## src/rtl/console_pkg.sv

```systemverilog
// Button indices and controller-byte field layout. The input stage and the
// state machine both use these, so they agree on the byte layout.
package console_pkg;
   localparam int BTN_LEFT    = 0;
   localparam int BTN_RIGHT   = 1;
   localparam int BTN_JUMP    = 2;
   localparam int BTN_ATTACK  = 3;
   localparam int N_BTN       = 4;
   localparam int HELD_LSB    = 0;
   localparam int PRESSED_LSB = 4;

   typedef logic [N_BTN-1:0] btn_t;

   function automatic logic [7:0] pack_ctrl(input btn_t pressed, input btn_t held);
      logic [7:0] v;
      v = '0;
      v[PRESSED_LSB +: N_BTN] = pressed;
      v[HELD_LSB +: N_BTN]    = held;
      return v;
   endfunction
endpackage

```

## src/rtl/debounce_bit.sv

```systemverilog
// One button: a two-flop synchronizer followed by a hold-time debouncer.
// rise flags the cycle on which stable is about to go from 0 to 1.
module debounce_bit #(
   parameter int DEBOUNCE_CYCLES = 1080000,
   parameter int CNT_W           = 21
) (
   input  logic clock,
   input  logic reset,
   input  logic raw,
   output logic stable,
   output logic rise
);
   localparam logic [CNT_W-1:0] CNT_MAX = CNT_W'(DEBOUNCE_CYCLES - 1);

   logic             r_s1;
   logic             r_s2;
   logic             r_stable;
   logic [CNT_W-1:0] r_cnt;
   logic             w_at_max;

   assign w_at_max = (r_cnt == CNT_MAX);

   always_ff @(posedge clock or negedge reset) begin
      if (!reset) begin
         r_s1     <= 1'b0;
         r_s2     <= 1'b0;
         r_stable <= 1'b0;
         r_cnt    <= '0;
      end else begin
         r_s1 <= raw;
         r_s2 <= r_s1;
         // Any return to the accepted level restarts the hold window.
         if (r_s2 == r_stable) begin
            r_cnt <= '0;
         end else if (w_at_max) begin
            r_stable <= r_s2;
            r_cnt    <= '0;
         end else begin
            r_cnt <= r_cnt + 1'b1;
         end
      end
   end

   assign stable = r_stable;
   assign rise   = r_s2 & ~r_stable & w_at_max;
endmodule

```

## src/rtl/input_controls.sv

```systemverilog
// Eight debounced buttons with sticky press latches. Once per frame the
// controller bytes are snapshotted, so a press lasting less than a frame is kept.
module input_controls
   import console_pkg::*;
#(
   parameter int DEBOUNCE_CYCLES = 1080000,
   parameter int CNT_W           = 21
) (
   input  logic       clock,
   input  logic       reset,
   input  logic [3:0] raw1,
   input  logic [3:0] raw2,
   input  logic       frame_tick,
   output logic [7:0] controller1,
   output logic [7:0] controller2,
   output logic       snap_valid
);
   localparam int N_ALL = 2 * N_BTN;

   logic [N_ALL-1:0] w_raw;
   logic [N_ALL-1:0] w_stable;
   logic [N_ALL-1:0] w_rise;
   logic [N_ALL-1:0] w_pressed;
   logic [N_ALL-1:0] r_press_latch;
   logic [7:0]       r_ctrl1;
   logic [7:0]       r_ctrl2;
   logic             r_snap_valid;

   assign w_raw = {raw2, raw1};

   for (genvar gi = 0; gi < N_ALL; gi++) begin : g_btn
      debounce_bit #(
         .DEBOUNCE_CYCLES(DEBOUNCE_CYCLES),
         .CNT_W          (CNT_W)
      ) u_db (
         .clock (clock),
         .reset (reset),
         .raw   (w_raw[gi]),
         .stable(w_stable[gi]),
         .rise  (w_rise[gi])
      );
   end

   // Folding in the current-cycle rise lets a tick-coincident press be consumed once.
   assign w_pressed = r_press_latch | w_rise;

   always_ff @(posedge clock or negedge reset) begin
      if (!reset) begin
         r_press_latch <= '0;
         r_ctrl1       <= 8'h00;
         r_ctrl2       <= 8'h00;
         r_snap_valid  <= 1'b0;
      end else begin
         r_snap_valid <= frame_tick;
         if (frame_tick) begin
            r_ctrl1       <= pack_ctrl(w_pressed[N_BTN-1:0], w_stable[N_BTN-1:0]);
            r_ctrl2       <= pack_ctrl(w_pressed[N_ALL-1:N_BTN], w_stable[N_ALL-1:N_BTN]);
            r_press_latch <= '0;
         end else begin
            r_press_latch <= w_pressed;
         end
      end
   end

   assign controller1 = r_ctrl1;
   assign controller2 = r_ctrl2;
   assign snap_valid  = r_snap_valid;
endmodule
```

## config.mk

```make
export PLATFORM = sky130hd
export DESIGN_NAME = input_controls
export DESIGN_NICKNAME = d
export VERILOG_FILES = /design/src/rtl/console_pkg.sv /design/src/rtl/debounce_bit.sv /design/src/rtl/input_controls.sv
export SDC_FILE = /design/constraint.sdc
export NUM_CORES = 1
export LEC_CHECK = 0
export ABC_AREA = 1
export BUFFER_PORTS_ARGS = -buffer_cell sky130_fd_sc_hd__buf_2
export CORE_MARGIN = 1.5
export CORE_UTILIZATION = 34
export DETAILED_ROUTE_END_ITERATION = 12
export GPL_TIMING_DRIVEN = 1
export SETUP_SLACK_MARGIN = 0.4
export SLEW_MARGIN = 40
export SYNTH_ARGS = -nofsm -noshare
export SYNTH_HDL_FRONTEND = slang
export SYNTH_HIERARCHICAL = 1
export SYNTH_SLANG_ARGS = --single-unit
```

## constraint.sdc

```tcl
create_clock -name clock -period 2.6 [get_ports clock]
set_input_delay 0.26 -clock clock [delete_from_list [all_inputs] [get_ports clock]]
set_output_delay 0.26 -clock clock [all_outputs]
set_load 0.005 [all_outputs]
```

==> results of run 1 <==
## final timing paths
check	slack, ps	to	startpoint	depth (start not counted)
hold / removal	200	snap_valid	frame_tick	1
setup / recovery	950	controller1[5]	g_btn[1].u_db/r_cnt[0]	7
min in group asynchronous	250	g_btn[7].u_db/r_cnt[13]	reset	2
max in group asynchronous	1490	g_btn[5].u_db/r_cnt[18]	reset	3
hold reg to reg	350	g_btn[2].u_db/r_s2	g_btn[2].u_db/r_s1	0
setup reg to reg	950	controller1[5]	g_btn[1].u_db/r_cnt[0]	7
## kinds of logic after synthesis
| group | count (synthesis) |
|---|---|
| simple gates | 1093 |
| flops | 217 |
| compound gates | 57 |
| xor+xnor | 72 |
| buf+inv | 218 |
| fa+ha+maj | 16 |
## cell usage in the layout (no fill, tap or decap), drive strengths merged
cell / synthesis / routed
ha: 16 / 16
clkinv: 0 / 6
nor3b: 8 / 8
dfrtp: 217 / 217
a21oi: 24 / 24
xor2: 64 / 64
o21bai: 8 / 8
buf: 11 / 31
nor2: 439 / 439
nand3b: 2 / 2
clkbuf: 0 / 37
o21ai: 25 / 25
bufinv: 0 / 3
nand2: 431 / 431
dlygate4sd3: 0 / 9
nor3: 24 / 24
nand4: 41 / 41
inv: 207 / 209
xnor2: 8 / 8
nand3: 148 / 148
clkinvlp: 0 / 2
## state kept, by name, summed over array words and instances (netlist names)
register,flops
g_btn.u_db/stable,8
controller1,8
controller2,8
snap_valid,1
g_btn.u_db/r_s2,8
g_btn.u_db/r_cnt,168
r_press_latch,8
g_btn.u_db/r_s1,8
## through the flow
stage          cell area [um^2]  util (%)  instances  power (mW)
5_1_grt                   14300      39.2       2220        7.91
3_5_place_dp              13300      36.5       2161        3.79
2_1_floorplan             12600         -       1673        3.65
6_report                  14300      39.2       2220        7.55
4_1_cts                   14300      39.2       2220        7.72
3_3_place_gp              13300      36.5       2161        3.79
## worst reg2reg max path, cell delays in order (launching register included)
cell and delay (ps):
dfrtp_1 440, ha_1 280, nand3_1 170, nor2_4 210, nand3_4 140, nor2_1 140
o21ai_0 110, nand2_1 90
## metal layers
layer	track usage (%)	wire [um]
met1	20.2	13600
met2	25.9	13200
met3	2.19	902
met4	4.68	822
met5	0	13
## final cells by class
class	count	area, um^2	share of cell area, %
flip-flops and latches	217	5430	37.9
clock buffers	37	763	5.33
clock inverters	13	160	1.12
multi-input cells	1238	6320	44.1
inverters	207	777	5.42
well taps	468	586	4.09
repair buffers	40	290	2.03
## power by group
group	switching, mW	internal (mW)	leakage [nW]	total (mW)
Clock	1.47	2.36	0.450	3.82
Combinational	0.195	0.0747	2.87	0.270
Sequential	0.0404	3.42	2.97	3.46
Total	1.70	5.85	6.29	7.55
==> results.yml, run 1 <==
sta:
  setup-tns-final_ps: 0
  hold_viol: 0
  fmax_mhz: 607
  finalClockSkew_ps: 13.2
  slew_viol_final: 0
  rsz0062_at_grt: "no"
  worst_pin_slew_ps: 611
  min_period_ps: 1650
  period_share_pct: 63.4
  finalWorstSetupSlack_ps: 953
  slew_headroom_pct: 59.2
  setup_viol: 0
  fin_hold_ws_ps: 200
global_routing:
  grt_max_degree: 81
  grt_usage_pct: 15.3
  first_global_vias: 10289
  antenna_found_initial: 1
  grt_pass1_wl_um: 49000
  globalRouteOverflowTotal: 0
synthesis:
  synth_area_leaders: "dfrtp_1 (43%), nand2_1 (11%), nor2_1 (11%), inv_1 (5.7%), nand3_1 (5.6%)"
  synth.largest_area_cell: "dfrtp_1"
  ys_ff_latch: 217
  synth_top_area_share_pct: 43.1
  synth_top_family_by_area: "simple AND/OR/NAND/NOR gates"
  yosys.cell_types.count: 26
  synth.net_count: 1700
  synth_xor_area_share_pct: 5.01
  synth_simple_gate_area_share_pct: 41.0
  synth_edf_count: 0
  synth_compound_area_share_pct: 2.63
  yosys_warnings: 6
  syn-cell-area_mm2: 0.0126
  synthAdderAreaFrac_pct: 1.59
  synth.most_common_cell: "nand2_1"
  synth_area_per_cell_um2: 7.53
  synth_ff_type: "dfrtp_1"
  synthMuxAreaShare_pct: 0
  async_flop_share_pct: 100
  syn_inst: 1673
  synth_common_cells: "nand2_1 (368), nor2_1 (360), dfrtp_1 (217)"
  ys_seq_area_share_pct: 43.1
floorplanning:
  start_util_pct: 34.5
  die_width_um: 195
  coreArea_mm2: 0.0365
  fp.dieArea_mm2: 0.0382
  fp-row-count: 70
  die_h_um: 195
  ios: 28
cells_and_area:
  nets: 1758
  drive_gt1_share_pct: 14.3
  fill_cells: 3711
  num_antenna_cells: 0
  syn_to_final_growth_pct: 13.8
setup_path:
  worstPathArrival_ps: 2110
  critPathSlowestCell: "dfrtp_1"
  cp.required_ps: 3060
  crit_chain: "ha_1, nand3_1, nor2_4, nand3_4, nor2_1, o21ai_0, nand2_1"
  criticalPathCategory: "reg2reg"
  critical_path.top_delay_family: "simple AND/OR/NAND/NOR gates"
  crit_fanout: 6
  cp_num_buf_inv: 0
  critPathCaptureType: "register"
  start_kind: "register"
  critPathMaxStageDelay_ps: 440
route:
  first_pass_iters: 5
  routedWlPerCell_um: 12.8
  ant_nets: 0
  route.detailed.drc: 0
  vias_per_cell: 4.69
  initialDrtViolationCount: 646
  routed_wl_um: 28500
  vias: 10413
clocking:
  postCtsHoldBufs: 9
  cts_inserted_buffers: 27
  cts.sinks: 217
  cts-root-buf: "clkbuf_16"
  clock_latency_ps: 530
  htree_levels: 1
  cts_resized: 0
  clk_path_buf_depth: 3
  cts_tree: "done"
  post_cts_buffers: 0
  path_clk_slew_ps: 60
hold_path:
  hold_class: "in2reg"
power_and_ir_drop:
  p_leak_nw: 6.29
  cellPowerDensity_mw_per_mm2: 527
  ir_drop_mv: 0.320
placed_design:
  post-dp-hpwl_um: 21000
  gp_congestion: 0.884
  dp_slack_ps: 970
  portBuffers: 27
job:
  cap_violations: 0
run_status:
  status: "finished clean"
Power figures use the tool's default switching activity.
==> run 2, diff against run 1 <==
--- a/config.mk
+++ b/config.mk
@@ -5,7 +5,7 @@
 export SDC_FILE = /design/constraint.sdc
 export NUM_CORES = 1
 export LEC_CHECK = 0
-export ABC_AREA = 1
+export ABC_AREA = 0
 export BUFFER_PORTS_ARGS = -buffer_cell sky130_fd_sc_hd__buf_2
 export CORE_MARGIN = 1.5
 export CORE_UTILIZATION = 34
==> constraint.sdc (replaced) <==
create_clock -name clock -period 1.5 [get_ports clock]
set_input_delay 0.15 -clock clock [delete_from_list [all_inputs] [get_ports clock]]
set_output_delay 0.15 -clock clock [all_outputs]
set_load 0.005 [all_outputs]
==> results.yml, run 2 <==
run_status:
  status: "complete, but fails checks"
  violations: "setup timing"
global_routing:
  grt_pass1_wl_um: 42300
  grt_usage_pct: 16.0
  grt_max_degree: 51
  antenna_found_initial: 0
  first_global_vias: 8880
  globalRouteOverflowTotal: 0
synthesis:
  synthAdderAreaFrac_pct: 1.90
  synth.net_count: 1038
  ys_ff_latch: 217
  syn_inst: 1011
  synth_top_area_share_pct: 51.6
  synth_area_per_cell_um2: 10.4
  synth_area_leaders: "dfrtp_1 (52%), xor2_1 (7.5%), nor2_1 (5.3%), nand4_1 (3.6%), a21oi_1 (2.6%)"
  synthMuxAreaShare_pct: 1.71
  syn-cell-area_mm2: 0.0105
  synth_top_family_by_area: "simple AND/OR/NAND/NOR gates"
  yosys_warnings: 6
  ys_seq_area_share_pct: 51.6
  yosys.cell_types.count: 35
  async_flop_share_pct: 100
  synth_edf_count: 0
  synth_xor_area_share_pct: 8.82
  synth_simple_gate_area_share_pct: 25.0
  synth_ff_type: "dfrtp_1"
  synth.most_common_cell: "dfrtp_1"
  synth_common_cells: "dfrtp_1 (217), nor2_1 (148), xor2_1 (90)"
  synth.largest_area_cell: "dfrtp_1"
  synth_compound_area_share_pct: 6.02
clocking:
  cts-root-buf: "clkbuf_16"
  cts.sinks: 217
  cts_tree: "done"
  clk_path_buf_depth: 3
  cts_inserted_buffers: 25
  path_clk_slew_ps: 60
  clock_latency_ps: 510
  htree_levels: 1
power_and_ir_drop:
  pwr-share-clk_pct: 47.8
  cellPowerDensity_mw_per_mm2: 851
  total_power_mw: 13.4
  ir_drop_mv: 0.917
  switching_share_pct: 22.0
  p_sw_mw: 2.95
  cellInternalPower_mw: 10.4
  p_leak_nw: 6.92
  combPwrFrac_pct: 7.2
  pwr-share-seq_pct: 44.9
setup_path:
  r2r-start: "g_btn[3].u_db/r_cnt[19]"
  critPathMaxStageDelay_ps: 500
  crit_fanout: 4
  start_kind: "register"
  cp_num_buf_inv: 0
  cp.required_ps: 1900
  critPathCaptureType: "register"
  worstPathArrival_ps: 2350
  crit_chain: "or4b_1, or4_4, nor3_4, mux2_4"
  critPathSlowestCell: "or4b_1"
  criticalPathCategory: "reg2reg"
  crit_path_start: "g_btn[3].u_db/r_cnt[19]"
  critical_path.top_delay_family: "simple AND/OR/NAND/NOR gates"
sta:
  setup-tns-final_ps: -57080
  period_share_pct: 131
  rsz0062_at_grt: "yes"
  fin_hold_ws_ps: 114
  fmax_mhz: 511
  slew_viol_final: 0
  worst_pin_slew_ps: 358
  finalWorstSetupSlack_ps: -458
  slew_headroom_pct: 75.9
  hold_viol: 0
  min_period_ps: 1960
  setup_viol: 185
  finalClockSkew_ps: 9.01
route:
  routedWlPerCell_um: 13.9
  first_pass_iters: 4
  ant_nets: 0
  routed_wl_um: 24700
  vias: 8584
  route.detailed.drc: 0
  vias_per_cell: 4.84
  initialDrtViolationCount: 381
cells_and_area:
  largest_reg_flops: 168
  syn_to_final_growth_pct: 49.5
  final_common_cell: "buf_4"
  drive_gt1_share_pct: 45.3
  top_register: "g_btn.u_db/r_cnt"
  final_util_pct: 51.6
  final_cell_mix: "buf_4 (265), dfrtp_1 (216), xor2_1 (90)"
  nets: 1388
  num_antenna_cells: 0
floorplanning:
  die_width_um: 179
  die_h_um: 179
  fp-row-count: 64
  coreArea_mm2: 0.0305
  ios: 28
  start_util_pct: 34.5
  fp.dieArea_mm2: 0.0320
placed_design:
  gp_congestion: 0.793
  dp_slack_ps: -444
  post-dp-hpwl_um: 15700
  portBuffers: 27
job:
  cap_violations: 0
hold_path:
  hold_class: "in2async"
## run 2: cell count changes after synthesis, moves of 26 or more
cell	change
nand2_1	-326
nor2_1	-212
inv_1	-149
nand3_1	-89
nand2_2	-47
nor2_2	-46
a21oi_1	+37
nor2_4	-33
or3_1	+26
xor2_1	+26
## run 2: worst reg2reg max path, delay by kind of cell (launching register included)
| kind | cells | cell delay [ps] |
|---|---|---|
| DFF | 1 | 400 |
| and+or+nand+nor | 3 | 1130 |
| muxes | 1 | 310 |
## run 2: layout make-up
| class | count | area [um^2] |
|---|---|---|
| Timing Repair Buffer | 365 | 3390 |
| Multi-Input combinational cell | 711 | 5400 |
| Clock inverter | 14 | 200 |
| Tap cell | 396 | 495 |
| Sequential cell | 217 | 5430 |
| Clock buffer | 30 | 664 |
| Fill cell | 2658 | 14800 |
| Inverter | 41 | 154 |
## run 2: logic make-up after synthesis
kind of cell	Yosys count
muxes	16
DFF	217
AOI/OAI and AO/OA	108
adders and majority gates	16
buffers and inverters	83
xor gates and xnor gates	106
and+or+nand+nor	465
## run 2: timing repair
| action | in CTS | in global routing |
|---|---|---|
| buffers inserted | 35 | 9 |
| endpoints found under the setup margin | 202 | 205 |
| cloned | 15 | 2 |
| pin swaps | 38 | 24 |
| hold buffers | 10 | 0 |
| hold endpoints to repair | 226 | 0 |
| gates resized for setup | 93 | 71 |
## run 2: final timing paths
| check | end | slack (ps) | cells past startpoint |
|---|---|---|---|
| setup / recovery | g_btn[3].u_db/stable | -460 | 4 |
| setup reg to reg | g_btn[3].u_db/stable | -460 | 4 |
| hold / removal | g_btn[7].u_db/r_cnt[20] | 110 | 2 |
| hold reg to reg | g_btn[6].u_db/r_s2 | 350 | 0 |
| max in group asynchronous | g_btn[0].u_db/r_cnt[18] | 810 | 3 |
| min in group clock | g_btn[4].u_db/r_s1 | 280 | 2 |
## run 2: power groups by stage
stage | Combinational (mW) | Clock (mW) | Sequential [mW]
2_1_floorplan | 0.314 | 0 | 6.12
3_3_place_gp | 0.638 | 0 | 6.11
3_5_place_dp | 0.652 | 0 | 6.12
4_1_cts | 0.921 | 6.62 | 6.01
5_1_grt | 1.07 | 6.84 | 6.02
6_report | 0.969 | 6.40 | 6.02
## run 2: metal layers
layer,vias up,global-route usage (%),part of all wire (%)
met5,-,0,0
met4,0,3.92,2.3
met3,41,2.21,2.5
met2,76,27.6,49
met1,4181,21.1,46
li1,4286,-,-
## run 2: metrics by stage
step / cell area [um^2] / cells
floorplan: 11000 / 1011
global placement: 13400 / 1659
detailed placement: 13400 / 1659
CTS: 15400 / 1763
global route: 15700 / 1774
finish: 15700 / 1774
==> run 3, diff against run 2 <==
--- a/config.mk
+++ b/config.mk
@@ -6,7 +6,7 @@
 export NUM_CORES = 1
 export LEC_CHECK = 0
 export ABC_AREA = 0
-export BUFFER_PORTS_ARGS = -buffer_cell sky130_fd_sc_hd__buf_2
+export BUFFER_PORTS_ARGS = -buffer_cell sky130_fd_sc_hd__buf_4
 export CORE_MARGIN = 1.5
 export CORE_UTILIZATION = 34
 export DETAILED_ROUTE_END_ITERATION = 12
==> results.yml, run 3 (synthesis results as in run 2) <==
floorplanning:
  fp-row-count: 64
  start_util_pct: 34.5
  die_width_um: 179
  die_h_um: 179
  fp.dieArea_mm2: 0.0320
  coreArea_mm2: 0.0305
  ios: 28
route:
  routed_wl_um: 24700
  routedWlPerCell_um: 13.9
  initialDrtViolationCount: 362
  vias_per_cell: 4.87
  ant_nets: 0
  route.detailed.drc: 0
  first_pass_iters: 4
  vias: 8639
cells_and_area:
  syn_to_final_growth_pct: 49.5
  final_area_mm2: 0.0157
  fill_cells: 2695
  nets: 1388
  largest_reg_flops: 168
  seq_area_mm2: 0.00543
  final_util_pct: 51.6
  multi_input_area_mm2: 0.00540
  drive_gt1_share_pct: 46.2
  top_register: "g_btn.u_db/r_cnt"
  final_cell_mix: "buf_4 (274), dfrtp_1 (215), xor2_1 (90)"
  num_antenna_cells: 0
  final_common_cell: "buf_4"
setup_path:
  cp_num_buf_inv: 0
  crit_fanout: 3
  critPathCaptureType: "register"
  criticalPathCategory: "reg2reg"
  r2r-start: "g_btn[3].u_db/r_cnt[19]"
  endpoint: "g_btn[3].u_db/stable"
  critPathSlowestCell: "or4b_1"
  crit_chain: "or4b_1, or4_4, nor3_4, mux2_4"
  start_kind: "register"
  critPathMaxStageDelay_ps: 500
  worst-path-stages: 4
  reg2reg_setup_slack_ps: -440
  crit_path_start: "g_btn[3].u_db/r_cnt[19]"
  reg2reg_depth: 4
  r2r_end: "g_btn[3].u_db/stable"
  cp.required_ps: 1900
  worstPathArrival_ps: 2340
  critical_path.top_delay_family: "simple AND/OR/NAND/NOR gates"
global_routing:
  globalRouteOverflowTotal: 0
  antenna_found_initial: 0
  grt_pass1_wl_um: 41700
  first_global_vias: 8763
  grt_usage_pct: 15.8
  grt_max_degree: 52
power_and_ir_drop:
  ir_drop_mv: 0.851
  total_power_mw: 12.9
  p_sw_mw: 2.90
  switching_share_pct: 22.5
  pwr-share-seq_pct: 46.8
  pwr-share-clk_pct: 45.7
  p_leak_nw: 6.88
  combPwrFrac_pct: 7.5
  cellInternalPower_mw: 9.97
  cellPowerDensity_mw_per_mm2: 818
clocking:
  cts_inserted_buffers: 25
  path_clk_slew_ps: 60
  htree_levels: 1
  cts_tree: "done"
  cts-root-buf: "clkbuf_16"
  clk_path_buf_depth: 3
  clock_latency_ps: 520
  cts.sinks: 217
sta:
  period_share_pct: 129
  fmax_mhz: 515
  slew_viol_final: 0
  finalWorstSetupSlack_ps: -442
  finalClockSkew_ps: 10.8
  setup_viol: 185
  slew_headroom_pct: 69.4
  hold_viol: 0
  rsz0062_at_grt: "yes"
  worst_pin_slew_ps: 460
  min_period_ps: 1940
placed_design:
  gp_congestion: 0.801
  post-dp-hpwl_um: 16000
  portBuffers: 27
  placed_area_mm2: 0.0135
job:
  cap_violations: 0
run_status:
  violations: "setup timing"
  status: "complete, but fails checks"
hold_path:
  hold_class: "in2async"
==> run 3: cell count changes in the layout (fill, tap and decap cells not counted), moves of 4 or more <==
| cell | delta |
|---|---|
| clkbuf_8 | +4 |
| buf_2 | -26 |
| bufinv_16 | -4 |
| buf_4 | +9 |
| nor2_1 | -12 |
| nor2_2 | +21 |
| nor2_4 | -9 |
| clkbuf_1 | +4 |
| buf_6 | +20 |
==> run 3: stage by stage <==
stage               std cells  worst slack (ps)  setup TNS [ps]  hold WS [ps]
floorplan                1011              -508          -14930          -146
global placement         1666              -438          -34560           111
detailed placement       1666              -451          -36090           116
CTS                      1760              -431          -49790           158
global route             1774              -486          -61710           180
finish                   1774              -442          -50840           152
==> run 3: worst min-delay path by stage <==
stage / startpoint / endpoint / slack (ps)
after detailed placement: reset / g_btn[7].u_db/r_cnt[17] / 120
after floorplan: reset / controller1[0] / -150
after global routing: reset / g_btn[7].u_db/r_cnt[17] / 180
after CTS: reset / g_btn[7].u_db/r_cnt[12] / 160
final: reset / g_btn[7].u_db/r_cnt[17] / 150
after global placement: reset / g_btn[7].u_db/r_cnt[12] / 110
==> run 3: what timing repair did <==
item	in CTS	in global routing
endpoints found under the setup margin	202	203
resized for setup	105	84
endpoints found under the hold margin	226	0
gates cloned	13	2
pin swaps	31	30
setup buffers	27	12
hold buffers	10	0
==> run 3: power by group through the flow <==
| stage | clock, mW | combinational (mW) | sequential, mW |
|---|---|---|---|
| floorplan | 0 | 0.314 | 6.12 |
| global placement | 0 | 0.655 | 6.12 |
| detailed placement | 0 | 0.670 | 6.12 |
| CTS | 6.08 | 0.900 | 6.02 |
| global route | 6.33 | 1.07 | 6.03 |
| finish | 5.87 | 0.967 | 6.02 |
==> run 3: final cells by class <==
cell class | instances | area share (%)
clock inverters | 6 | 0.374
inverters | 41 | 0.978
multi-input cells | 711 | 34.3
repair buffers | 365 | 22.0
clock buffers | 38 | 4.67
well taps | 396 | 3.15
flip-flops and latches | 217 | 34.5
==> run 3: metal layers <==
layer	part of all wire, %	GRT usage [%]
met2	49	27.4
met1	46	20.7
met5	0	0
met3	2.9	2.33
met4	1.6	3.26
